`config.mk`:
```
export PLATFORM = sky130hd
export DESIGN_NAME = fetch_stage
export DESIGN_NICKNAME = d
export VERILOG_FILES = /design/src/rtl/fetch_stage_pkg.sv /design/src/rtl/fetch_stage_if_id_reg.sv /design/src/rtl/fetch_stage.sv
export SDC_FILE = /design/constraint.sdc
export NUM_CORES = 1
export LEC_CHECK = 0
export ABC_AREA = 1
export CORE_ASPECT_RATIO = 0.75
export CORE_MARGIN = 2
export CORE_UTILIZATION = 38
export CTS_CLUSTER_SIZE = 24
export DETAILED_ROUTE_END_ITERATION = 10
export GPL_TIMING_DRIVEN = 0
export PLACE_DENSITY = 0.79
export SYNTH_ARGS = -nofsm -noshare
export SYNTH_HDL_FRONTEND = slang
export SYNTH_HIERARCHICAL = 1
export SYNTH_SLANG_ARGS = --single-unit
```
`constraint.sdc`:
```
create_clock -name clock -period 1.7 [get_ports clock]
set_clock_uncertainty 0.2 [all_clocks]
set_input_delay 0.51 -clock clock [delete_from_list [all_inputs] [get_ports clock]]
set_output_delay 0.51 -clock clock [all_outputs]
set_load 0.01 [all_outputs]
```
`src/rtl/fetch_stage_pkg.sv`:
```
// Shared pipeline encodings: bubble/trap instruction words, instruction width
// and the fetch-state enum used by fetch, decode and the hazard unit.
package fetch_stage_pkg;
  localparam int          INSTR_W       = 32;
  localparam logic [31:0] NOP_INSTR_DEF = 32'h5400_0000;
  localparam logic [31:0] TRAP_HALT_DEF = 32'h4400_0300;

  typedef enum logic [1:0] {
    ST_RUN    = 2'd0,
    ST_DRAIN  = 2'd1,
    ST_HALTED = 2'd2
  } fetch_state_t;
endpackage

```
`src/rtl/fetch_stage_if_id_reg.sv`:
```
// IF/ID pipeline register: flush injects a bubble, load captures a new
// instruction, otherwise the contents hold.
module if_id_reg
  import fetch_stage_pkg::*;
#(
  parameter logic [INSTR_W-1:0] NOP_INSTR = NOP_INSTR_DEF
) (
  input  logic               clock,
  input  logic               reset,
  input  logic               load,
  input  logic               flush,
  input  logic [INSTR_W-1:0] fetch_instr,
  input  logic [31:0]        fetch_pc_plus4,
  output logic [INSTR_W-1:0] instruction,
  output logic [31:0]        pc_plus4,
  output logic               valid
);

  // A bubble matches the reset contents so downstream never sees stale PCs.
  always_ff @(posedge clock or negedge reset) begin
    if (!reset) begin
      instruction <= NOP_INSTR;
      pc_plus4    <= 32'd0;
      valid       <= 1'b0;
    end else if (flush) begin
      instruction <= NOP_INSTR;
      pc_plus4    <= 32'd0;
      valid       <= 1'b0;
    end else if (load) begin
      instruction <= fetch_instr;
      pc_plus4    <= fetch_pc_plus4;
      valid       <= 1'b1;
    end
  end

endmodule

```
`src/rtl/fetch_stage.sv`:
```
// Instruction fetch: owns the PC, feeds IF/ID, applies redirects and stalls,
// and drains the pipeline after the end-of-program trap before halting.
module fetch_stage
  import fetch_stage_pkg::*;
#(
  parameter logic [31:0] RESET_PC     = 32'h0000_0000,
  parameter logic [31:0] NOP_INSTR    = NOP_INSTR_DEF,
  parameter logic [31:0] TRAP_HALT    = TRAP_HALT_DEF,
  parameter int          DRAIN_CYCLES = 4
) (
  input  logic        clock,
  input  logic        reset,
  output logic [31:0] imem_addr,
  input  logic [31:0] imem_data,
  input  logic        stall,
  input  logic        branch,
  input  logic [31:0] branch_target,
  output logic [31:0] instruction_0,
  output logic [31:0] pc_plus4_0,
  output logic        valid_0,
  output logic        halted,
  output logic [31:0] fetch_count,
  output logic [1:0]  fetch_state
);

  localparam int CNT_W = $clog2(DRAIN_CYCLES + 1);

  fetch_state_t     state;
  logic [31:0]      pc;
  logic [31:0]      pc_next_seq;
  logic [CNT_W-1:0] drain_cnt;
  logic             ifid_load;
  logic             ifid_flush;
  logic             is_trap;

  assign imem_addr   = pc;
  assign pc_next_seq = pc + 32'd4;
  assign fetch_state = state;
  assign is_trap     = (imem_data == TRAP_HALT);

  // In DRAIN a stall freezes IF/ID and the drain counter alike.
  assign ifid_load  = (state == ST_RUN) && !branch && !stall;
  assign ifid_flush = ((state == ST_RUN) && branch) ||
                      ((state == ST_DRAIN) && !stall);

  always_ff @(posedge clock or negedge reset) begin
    if (!reset) begin
      state       <= ST_RUN;
      pc          <= RESET_PC;
      drain_cnt   <= '0;
      halted      <= 1'b0;
      fetch_count <= 32'd0;
    end else begin
      case (state)
        ST_RUN: begin
          if (branch) begin
            pc <= {branch_target[31:2], 2'b00};
          end else if (!stall) begin
            fetch_count <= fetch_count + 32'd1;
            if (is_trap) begin
              state     <= ST_DRAIN;
              drain_cnt <= '0;
            end else begin
              pc <= pc_next_seq;
            end
          end
        end
        ST_DRAIN: begin
          if (!stall) begin
            drain_cnt <= drain_cnt + CNT_W'(1);
            if (drain_cnt == CNT_W'(DRAIN_CYCLES - 1)) begin
              state  <= ST_HALTED;
              halted <= 1'b1;
            end
          end
        end
        default: begin
          halted <= 1'b1;
        end
      endcase
    end
  end

  if_id_reg #(.NOP_INSTR(NOP_INSTR)) u_if_id (
    .clock          (clock),
    .reset          (reset),
    .load           (ifid_load),
    .flush          (ifid_flush),
    .fetch_instr    (imem_data),
    .fetch_pc_plus4 (pc_next_seq),
    .instruction    (instruction_0),
    .pc_plus4       (pc_plus4_0),
    .valid          (valid_0)
  );

endmodule

```
==> reports/results.txt, run 1 <==
Comb pwr share -> 26.5%
Post-Synthesis Cell Area -> 7320 um^2
CP Capture Type -> flip-flop
Final Cycle Share -> 118%
RSZ-0062 raised after global routing -> yes
Gr ovfl total -> 0
Overall routing resource usage -> 25.6%
Worst path required time -> 1.85 ns
Crit-path cells -> nor2_4, nand2_4, inv_4, buf_8, buf_12, clkbuf_16, buf_8, nand3_1, nand2_2
Highest clock rate -> 500 MHz
Worst skew pair latency -> 0.42 ns
DRC -> 0
CTS tree -> built
NetSw -> 3.08 mW
Core area -> 18700 um^2
Top area cells in the synthesized netlist -> dfrtp_1 (44%), nand2_1 (22%), nand3_1 (8.2%)
Crit path max fanout -> 5
Most common cell after layout, fill and taps aside -> nand2_1
HP Class -> input pin to flip-flop
Int Pwr -> 6.92 mW
Max Slew Vio Count -> 0
Clock buffer count from CTS -> 17
FF+latch count, synth -> 133
Avg WL per Cell -> 19.2 um
Layout cell share with drive strength beyond 1 -> 48.5%
Synth top area share -> 44.4%
Setup CP Type -> flip-flop to flip-flop
Vias per cell -> 5.41
Detailed placement HPWL -> 17100 um
Seq pwr share -> 36.8%
CTS Sinks -> 133
Max_slew headroom -> 59.2%
H-tree levels -> 4
Initial DRC Count -> 945
Net Sw Frac -> 30.8%
Slowest library cell on the worst path -> dfrtp_2
Clock Tree Buf Depth -> 2
Post-synth cell types -> 39
Area delta synth->final -> 72.8%
Height of the die -> 124 um
Proportion of power drawn by the clock network -> 36.7%
Max incr delay on CP -> 0.44 ns
Status -> finished with violations
Boundary Pins -> 200
Die area -> 20400 um^2
Pre-CTS setup slack -> -0.916 ns
P per Cell Area -> 790 nW/um^2
Ant. Diodes -> 0
Total number of vias -> 8769
Final nets -> 1435
First-pass detailed-route iteration total -> 9
Cell mode on critical path -> buf_8
Antenna-violating nets left -> 0
Gp weighted congestion -> 0.955
Total of max-cap violations -> 0
Max VDD drop -> 0.530 mV
Initial antenna violation count -> 0
Largest area contributor in the netlist -> dfrtp_1
Cells after Synth -> 979
Standby leakage power -> 6.68 nW
Die W -> 164 um
Min Clock Period, post-route -> 2.00 ns
Clock-pin transition on the worst setup and hold timing paths -> 0.06 ns
Yosys warnings -> 6
Final hold violation count -> 0
Family with the most delay on the worst path -> buffers and inverters
CTS Root Cell -> clkbuf_16
Starting Density -> 39.2%
Rows -> 43
Global-route wire length before repair -> 40700 um
Post-synthesis sequential area ratio -> 45.5%
Buffers on Ports -> 194
Hold WS -> 0.137 ns
CP Buf/Inv Count -> 5
Final setup viols -> 140
CP Launch Type -> flip-flop
Most frequent cells in the layout -> nand2_1 (345), buf_4 (123), dfrtp_1 (98)
Syn Area/Cell -> 7.48 um^2
Largest net degree at the start of global routing -> 96
Vias in the first global route -> 7737
Total wire length -> 31200 um
Worst setup margin -> -0.298 ns
Failing checks -> setup timing
Worst Path Arrival -> 2.15 ns
Worst slew pin tran -> 0.611 ns
[worst min-delay path, stage by stage]
cell	delay (ns)
clkbuf_2	0.10
a21oi_1	0.07
nand2_2	0.05
[final timing paths]
| check | from | to | slack, ns | depth (start not counted) |
|---|---|---|---|---|
| min reg2reg | u_if_id/pc_plus4[21] | u_if_id/pc_plus4[21] | 0.27 | 2 |
| max | fetch_state[0] | u_if_id/instruction[1] | -0.30 | 9 |
| min in group asynchronous | reset | u_if_id/instruction[2] | 0.39 | 2 |
| max in group asynchronous | reset | imem_addr[17] | 0.22 | 3 |
| min | imem_data[30] | u_if_id/instruction[30] | 0.14 | 3 |
| max reg2reg | fetch_state[0] | u_if_id/instruction[1] | -0.30 | 9 |
[per-layer routing]
| metal | wire, um | track usage [%] | vias up | part of all wire (%) |
|---|---|---|---|---|
| li1 | - | - | 3839 | - |
| met4 | 1210 | 8.15 | 0 | 3.9 |
| met1 | 12900 | 36.1 | 4223 | 41 |
| met5 | 0 | 0 | - | 0 |
| met2 | 14000 | 38.1 | 568 | 45 |
| met3 | 3130 | 6.87 | 139 | 10 |
[synth_stat cells (all sizes together)]
library cell,n
o22ai,1
clkbuf,7
buf,29
nor4,1
dfstp,3
conb,1
o21ai,6
xnor2,13
nor2,93
nand2,438
dlygate4sd1,2
xor2,23
nor3b,2
ha,4
inv,56
a21oi,4
dfrtp,130
nand4,11
and2,8
or2,3
nor3,11
nand3,124
nand3b,8
o21bai,1
[final cells by class]
class | instances | area, um^2
fillers | 1377 | 6010
multi-input cells | 755 | 4650
plain buffers | 38 | 457
flip-flops and latches | 133 | 3370
well taps | 247 | 309
clock inverters | 9 | 104
inverters | 56 | 215
repair buffers | 362 | 3080
clock buffers | 21 | 470
[per-stage QoR]
| step | util, % | power [mW] | instances | instance area, um^2 | TNS [ns] |
|---|---|---|---|---|---|
| after global placement | 51.8 | 5.50 | 1423 | 9680 | -818.10 |
| after detailed placement | 52.0 | 5.53 | 1424 | 9710 | -91.49 |
| final | 67.8 | 10.0 | 1621 | 12700 | -18.93 |
| after global routing | 67.8 | 10.4 | 1621 | 12700 | -28.99 |
| after floorplan | - | 4.53 | 982 | 7430 | -3.62 |
| after CTS | 58.4 | 9.41 | 1557 | 10900 | -7.28 |
[power by group through the flow]
| stage | registers [mW] | logic (mW) | clock network (mW) |
|---|---|---|---|
| final | 3.68 | 2.65 | 3.67 |
| after global placement | 3.80 | 1.70 | 0 |
| after detailed placement | 3.80 | 1.74 | 0 |
| after global routing | 3.70 | 2.81 | 3.86 |
| after CTS | 3.63 | 2.10 | 3.68 |
| after floorplan | 3.84 | 0.692 | 0 |
[timing repair]
action	in CTS	in global routing
endpoints found under the setup margin	250	251
endpoints found under the hold margin	35	0
pin swaps	60	114
gates resized for setup	688	332
cloned	2	14
setup buffers	100	53
hold buffers	1	0
[kinds of logic after synthesis]
| kind of cell | synth area share, % |
|---|---|
| AND/OR/NAND/NOR | 42.0 |
| flip-flops | 45.5 |
| buffers and inverters | 6.05 |
| XOR/XNOR | 4.82 |
| AO/OA/AOI/OAI | 0.871 |
| adder cells (fa/ha/maj) | 0.683 |
| other | 0.0512 |
[flip-flops by register name, summed over array words and instances, names as in the netlist]
register,count
imem_addr,30
halted,1
u_if_id/pc_plus4,32
fetch_count,32
u_if_id/valid,1
fetch_state,2
u_if_id/instruction,32
drain_cnt,3
No activity file was read; power rests on OpenSTA's default activity.
==> run 2, diff against run 1 <==
--- a/config.mk
+++ b/config.mk
@@ -8,11 +8,11 @@
 export ABC_AREA = 1
 export CORE_ASPECT_RATIO = 0.75
 export CORE_MARGIN = 2
-export CORE_UTILIZATION = 38
+export CORE_UTILIZATION = 35
 export CTS_CLUSTER_SIZE = 24
 export DETAILED_ROUTE_END_ITERATION = 10
 export GPL_TIMING_DRIVEN = 0
-export PLACE_DENSITY = 0.79
+export PLACE_DENSITY = 0.75
 export SYNTH_ARGS = -nofsm -noshare
 export SYNTH_HDL_FRONTEND = slang
 export SYNTH_HIERARCHICAL = 1
==> run 2 against run 1 <==
  * The run ends with hold timing, setup timing left
  * Clock-buffer cell count did not move
  * Clock power barely moved
  * Core utilization shrank 7.2 points
  * Cell area shrank 2.4%
  * Sequential power about the same
  * Sequential share of layout area up 0.67 points
  * Total power rose by 1.4%
  * Fmax increased by 4.4%
  * Sequential cell count did not move
  * Combinational power grew 6%
  * Critical path type unchanged
  * Highest routed layer unchanged
==> reports/results.txt, run 2 (synthesized netlist as in run 1, its figures left out) <==
Status -> finished with violations
Failing checks -> hold timing, setup timing
P per Cell Area -> 821 nW/um^2
Initial antenna violation count -> 0
CP Launch Type -> flip-flop
First-pass detailed-route iteration total -> 5
DRC -> 0
Boundary Pins -> 200
Clock-pin transition on the worst setup and hold timing paths -> 0.06 ns
RSZ-0062 raised after global routing -> yes
Fillers -> 1696
Highest clock rate -> 523 MHz
Worst setup margin -> -0.213 ns
Core area -> 20400 um^2
CTS tree -> built
Overall routing resource usage -> 24.6%
Top flop regs -> fetch_count x32, u_if_id/instruction x32, u_if_id/pc_plus4 x32
Vias in the first global route -> 7762
Ant. Diodes -> 0
Max VDD drop -> 0.632 mV
Area delta synth->final -> 68.7%
Buffers on Ports -> 194
Rows -> 45
Hold WS -> -0.0755 ns
Standby leakage power -> 6.51 nW
Max_slew headroom -> 50.7%
CTS Root Cell -> clkbuf_16
Global-route wire length before repair -> 41800 um
Vias per cell -> 5.11
Die area -> 22100 um^2
Most common cell after layout, fill and taps aside -> nand2_1
Starting Density -> 35.9%
Area of the multi-input gates -> 4490 um^2
Core Util, Final -> 60.6%
Final setup viols -> 137
Most frequent cells in the layout -> nand2_1 (314), buf_4 (124), nand2_2 (100)
Worst skew pair latency -> 0.41 ns
Min Clock Period, post-route -> 1.91 ns
Worst Path Arrival -> 2.07 ns
Layout Cells excl Fill -> 1649
Height of the die -> 129 um
Gr ovfl total -> 0
Worst slew pin tran -> 0.740 ns
CTS Sinks -> 133
Setup CP Type -> flip-flop to flip-flop
H-tree levels -> 4
Avg WL per Cell -> 17.8 um
Final nets -> 1427
Gp weighted congestion -> 0.982
DP Area -> 9750 um^2
Worst Setup SP -> imem_addr[3]
Total wire length -> 29400 um
Layout cell share with drive strength beyond 1 -> 48.7%
Clock Tree Buf Depth -> 2
Initial DRC Count -> 735
HP Class -> input pin to async pin
Clock buffer count from CTS -> 17
Total number of vias -> 8423
CP Capture Type -> flip-flop
DP Cell Count -> 1459
Antenna-violating nets left -> 0
FF/Latch Area -> 3370 um^2
Crit path max fanout -> 4
Final hold violation count -> 71
Largest net degree at the start of global routing -> 76
Detailed placement HPWL -> 17600 um
Fin area -> 12400 um^2
FF-to-FF Start -> imem_addr[3]
Max Slew Vio Count -> 0
Final Cycle Share -> 113%
Worst path required time -> 1.85 ns
Die W -> 171 um
Total of max-cap violations -> 0
## run 2: cell count changes in the layout (fill, tap and decap cells not counted), moves of 5 or more
cell | previous run | this run
nand2_2 | 63 | 100
nand2_1 | 345 | 314
nand3_2 | 50 | 22
nand3_1 | 68 | 94
clkbuf_16 | 32 | 20
buf_8 | 11 | 19
buf_6 | 72 | 79
nand2_4 | 28 | 22
clkdlybuf4s15_1 | 5 | 0
## run 2: area by class of cell
| cell class | count | area share (%) |
|---|---|---|
| flip-flops and latches | 133 | 27.3 |
| clock inverters | 10 | 0.851 |
| multi-input cells | 755 | 36.3 |
| clock buffers | 21 | 3.81 |
| inverters | 56 | 1.77 |
| well taps | 282 | 2.86 |
| repair buffers | 355 | 23.7 |
| plain buffers | 37 | 3.37 |
## run 2: through the flow
stage / total power, mW / TNS, ns / hold WS (ns) / worst slack (ns)
2_1_floorplan: 4.53 / -3.62 / 0.0144 / -0.0659
3_3_place_gp: 5.51 / -820.30 / 0.250 / -5.54
3_5_place_dp: 5.55 / -95.75 / 0.257 / -0.933
4_1_cts: 9.68 / -4.15 / -0.0618 / -0.147
5_1_grt: 10.6 / -20.62 / -0.0381 / -0.318
6_report: 10.1 / -10.79 / -0.0755 / -0.213
## run 2: metal layers
layer | vias up | routed length, um | track usage (%) | part of all wire (%)
met5 | - | 0 | 0 | 0
met1 | 4037 | 12600 | 34.3 | 43
met3 | 61 | 2740 | 6.60 | 9.3
li1 | 3829 | - | - | -
met2 | 496 | 13400 | 37.4 | 46
met4 | 0 | 680 | 8.08 | 2.3
## run 2: worst max-delay path, stage by stage (launching register included)
cell      delay, ns
dfrtp_2        0.42
ha_4           0.16
nand2_2        0.06
nor2_4         0.18
nand3b_1       0.21
o21bai_1       0.27
and2_4         0.22
nand3_2        0.08
nand2_1        0.06
## run 2: worst paths after layout
path,end,slack [ns],depth (start not counted)
max,u_if_id/pc_plus4[20],-0.21,8
min,u_if_id/instruction[2],-0.08,1
max reg2reg,u_if_id/pc_plus4[20],-0.21,8
min reg2reg,u_if_id/pc_plus4[20],0.27,2
max in group asynchronous,imem_addr[6],0.58,2
min in group clock,u_if_id/instruction[27],0.14,3
## run 2: repair_timing
| item | in CTS | in global routing |
|---|---|---|
| gates cloned | 8 | 2 |
| setup buffers | 109 | 42 |
| setup endpoints to repair | 250 | 173 |
| hold endpoints to repair | 71 | 23 |
| pin swaps | 71 | 100 |
| gates resized for setup | 749 | 295 |
## run 2: report_power, final
group	total, mW	switching [mW]	internal, mW
registers	3.69	0.259	3.44
logic	2.81	1.44	1.37
clock network	3.64	1.38	2.25
total	10.1	3.08	7.06
==> run 3, diff against run 2 <==
--- a/config.mk
+++ b/config.mk
@@ -12,7 +12,6 @@
 export CTS_CLUSTER_SIZE = 24
 export DETAILED_ROUTE_END_ITERATION = 10
 export GPL_TIMING_DRIVEN = 0
-export PLACE_DENSITY = 0.75
 export SYNTH_ARGS = -nofsm -noshare
 export SYNTH_HDL_FRONTEND = slang
 export SYNTH_HIERARCHICAL = 1
==> run 3 against run 2 <==
  * The run ends with setup timing left
  * Core utilization rose by 4.5 points
  * Via count fell by 1.7%
  * Register-to-register slack got worse by 0.03 ns
  * Fmax fell by 1.6%
  * Routed wire length rose by 0.47%
  * Critical endpoint is now imem_addr[2]
==> reports/results.txt, run 3 (synthesized netlist as in run 1, its figures left out) <==
H-tree levels -> 4
Height of the die -> 129 um
P per Cell Area -> 779 nW/um^2
Total wire length -> 29600 um
Crit path max fanout -> 5
Setup CP Type -> flip-flop to output port
Boundary Pins -> 200
CP Launch Type -> flip-flop
Status -> finished with violations
Top flop regs -> fetch_count x32, u_if_id/instruction x32, u_if_id/pc_plus4 x32
Clock buffer count from CTS -> 17
Vias per cell -> 4.90
Worst Path Arrival -> 1.23 ns
Die W -> 171 um
Most common cell after layout, fill and taps aside -> nand2_1
Worst path required time -> 0.99 ns
Final hold violation count -> 0
Final nets -> 1466
Clock-pin transition on the worst setup and hold timing paths -> 0.06 ns
Gr ovfl total -> 0
First-pass detailed-route iteration total -> 5
Setup tns final -> -13.47 ns
Standby leakage power -> 6.95 nW
Seq pwr share -> 35.6%
Overall routing resource usage -> 25.4%
CP Capture Type -> output port
Worst setup margin -> -0.244 ns
Gp weighted congestion -> 0.954
Avg WL per Cell -> 17.5 um
RSZ-0062 raised after global routing -> yes
Die area -> 22100 um^2
Buffers on Ports -> 194
Net Sw Frac -> 31.5%
Antenna-violating nets left -> 0
Int Pwr -> 7.09 mW
Proportion of power drawn by the clock network -> 35.7%
Ant. Diodes -> 0
Layout cell share with drive strength beyond 1 -> 52.9%
Worst slew pin tran -> 0.633 ns
Total number of vias -> 8282
Total of max-cap violations -> 0
Min Clock Period, post-route -> 1.94 ns
Max_slew headroom -> 57.8%
Clock Tree Buf Depth -> 2
Max Slew Vio Count -> 0
Core area -> 20400 um^2
Global-route wire length before repair -> 42500 um
Failing checks -> setup timing
Rows -> 45
CTS tree -> built
Initial antenna violation count -> 0
DRC -> 0
CTS Root Cell -> clkbuf_16
CTS Sinks -> 133
Worst skew pair latency -> 0.43 ns
Hold WS -> 0.114 ns
Max VDD drop -> 0.544 mV
Comb pwr share -> 28.7%
Final setup viols -> 136
Largest net degree at the start of global routing -> 87
Most frequent cells in the layout -> nand2_1 (287), buf_4 (135), nand2_2 (116)
Initial DRC Count -> 596
Detailed placement HPWL -> 18000 um
NetSw -> 3.26 mW
Vias in the first global route -> 7622
Starting Density -> 35.9%
HP Class -> input pin to flip-flop
Final Cycle Share -> 114%
Highest clock rate -> 515 MHz
Area delta synth->final -> 81.2%
run 3: cell types whose count changed in the layout (fill, tap and decap cells not counted), moves of 15 or more:
cell             delta
buf_6              +26
clkbuf_2           -15
clkdlybuf4s15_1    +15
nand2_1            -27
nand2_2            +16
run 3: cell type report:
| cell class | instances | area (um^2) |
|---|---|---|
| fillers | 1677 | 7110 |
| plain buffers | 37 | 442 |
| flip-flops and latches | 133 | 3380 |
| repair buffers | 394 | 3520 |
| clock inverters | 15 | 158 |
| multi-input cells | 755 | 4770 |
| well taps | 282 | 353 |
| clock buffers | 17 | 425 |
| inverters | 56 | 230 |
run 3: power groups by stage:
stage	Sequential, mW	Combinational (mW)	Clock, mW
floorplan	3.84	0.692	0
global placement	3.81	1.72	0
detailed placement	3.81	1.74	0
CTS	3.66	2.41	3.75
global route	3.71	3.17	3.92
finish	3.69	2.97	3.69
run 3: final timing paths:
kind | start | to | slack, ns | cells after the start
max | imem_addr[2] | imem_addr[2] | -0.24 | 3
min | imem_data[26] | u_if_id/instruction[26] | 0.11 | 3
max reg2reg | imem_addr[6] | u_if_id/pc_plus4[14] | -0.24 | 10
min reg2reg | halted | halted | 0.27 | 1
max in group asynchronous | reset | u_if_id/instruction[28] | 0.16 | 3
min in group asynchronous | reset | u_if_id/instruction[12] | 0.41 | 2
run 3: through the flow:
step / area [um^2] / util (%) / total power, mW / worst slack [ns] / cells
after detailed placement: 9750 / 47.8 / 5.55 / -0.872 / 1459
after floorplan: 7430 / - / 4.53 / -0.0659 / 982
final: 13300 / 65.1 / 10.3 / -0.244 / 1689
after global placement: 9720 / 47.7 / 5.53 / -5.87 / 1458
after global routing: 13300 / 65.1 / 10.8 / -0.312 / 1689
after CTS: 11900 / 58.6 / 9.82 / -0.176 / 1622
run 3: layer usage:
layer	wire, um	track usage [%]	share of wire (%)	vias to the layer above
li1	-	-	-	3913
met3	2400	6.26	8.1	22
met5	0	0	0	-
met1	13700	37.8	46	4006
met4	301	5.78	1.0	0
met2	13100	37.1	44	341
run 3: repair_timing:
action                                  CTS  global route
gates cloned                             12             3
pin swaps                               113           117
endpoints found under the setup margin  249           298
gates resized for setup                 856           288
setup buffers                           120            70
hold buffers                              1             0
hold endpoints to repair                 45             0
run 3: worst max-delay path: stages, from the launching register on:
cell and delay (ns):
dfrtp_2 0.45, buf_4 0.15, buf_6 0.10, buf_6 0.11
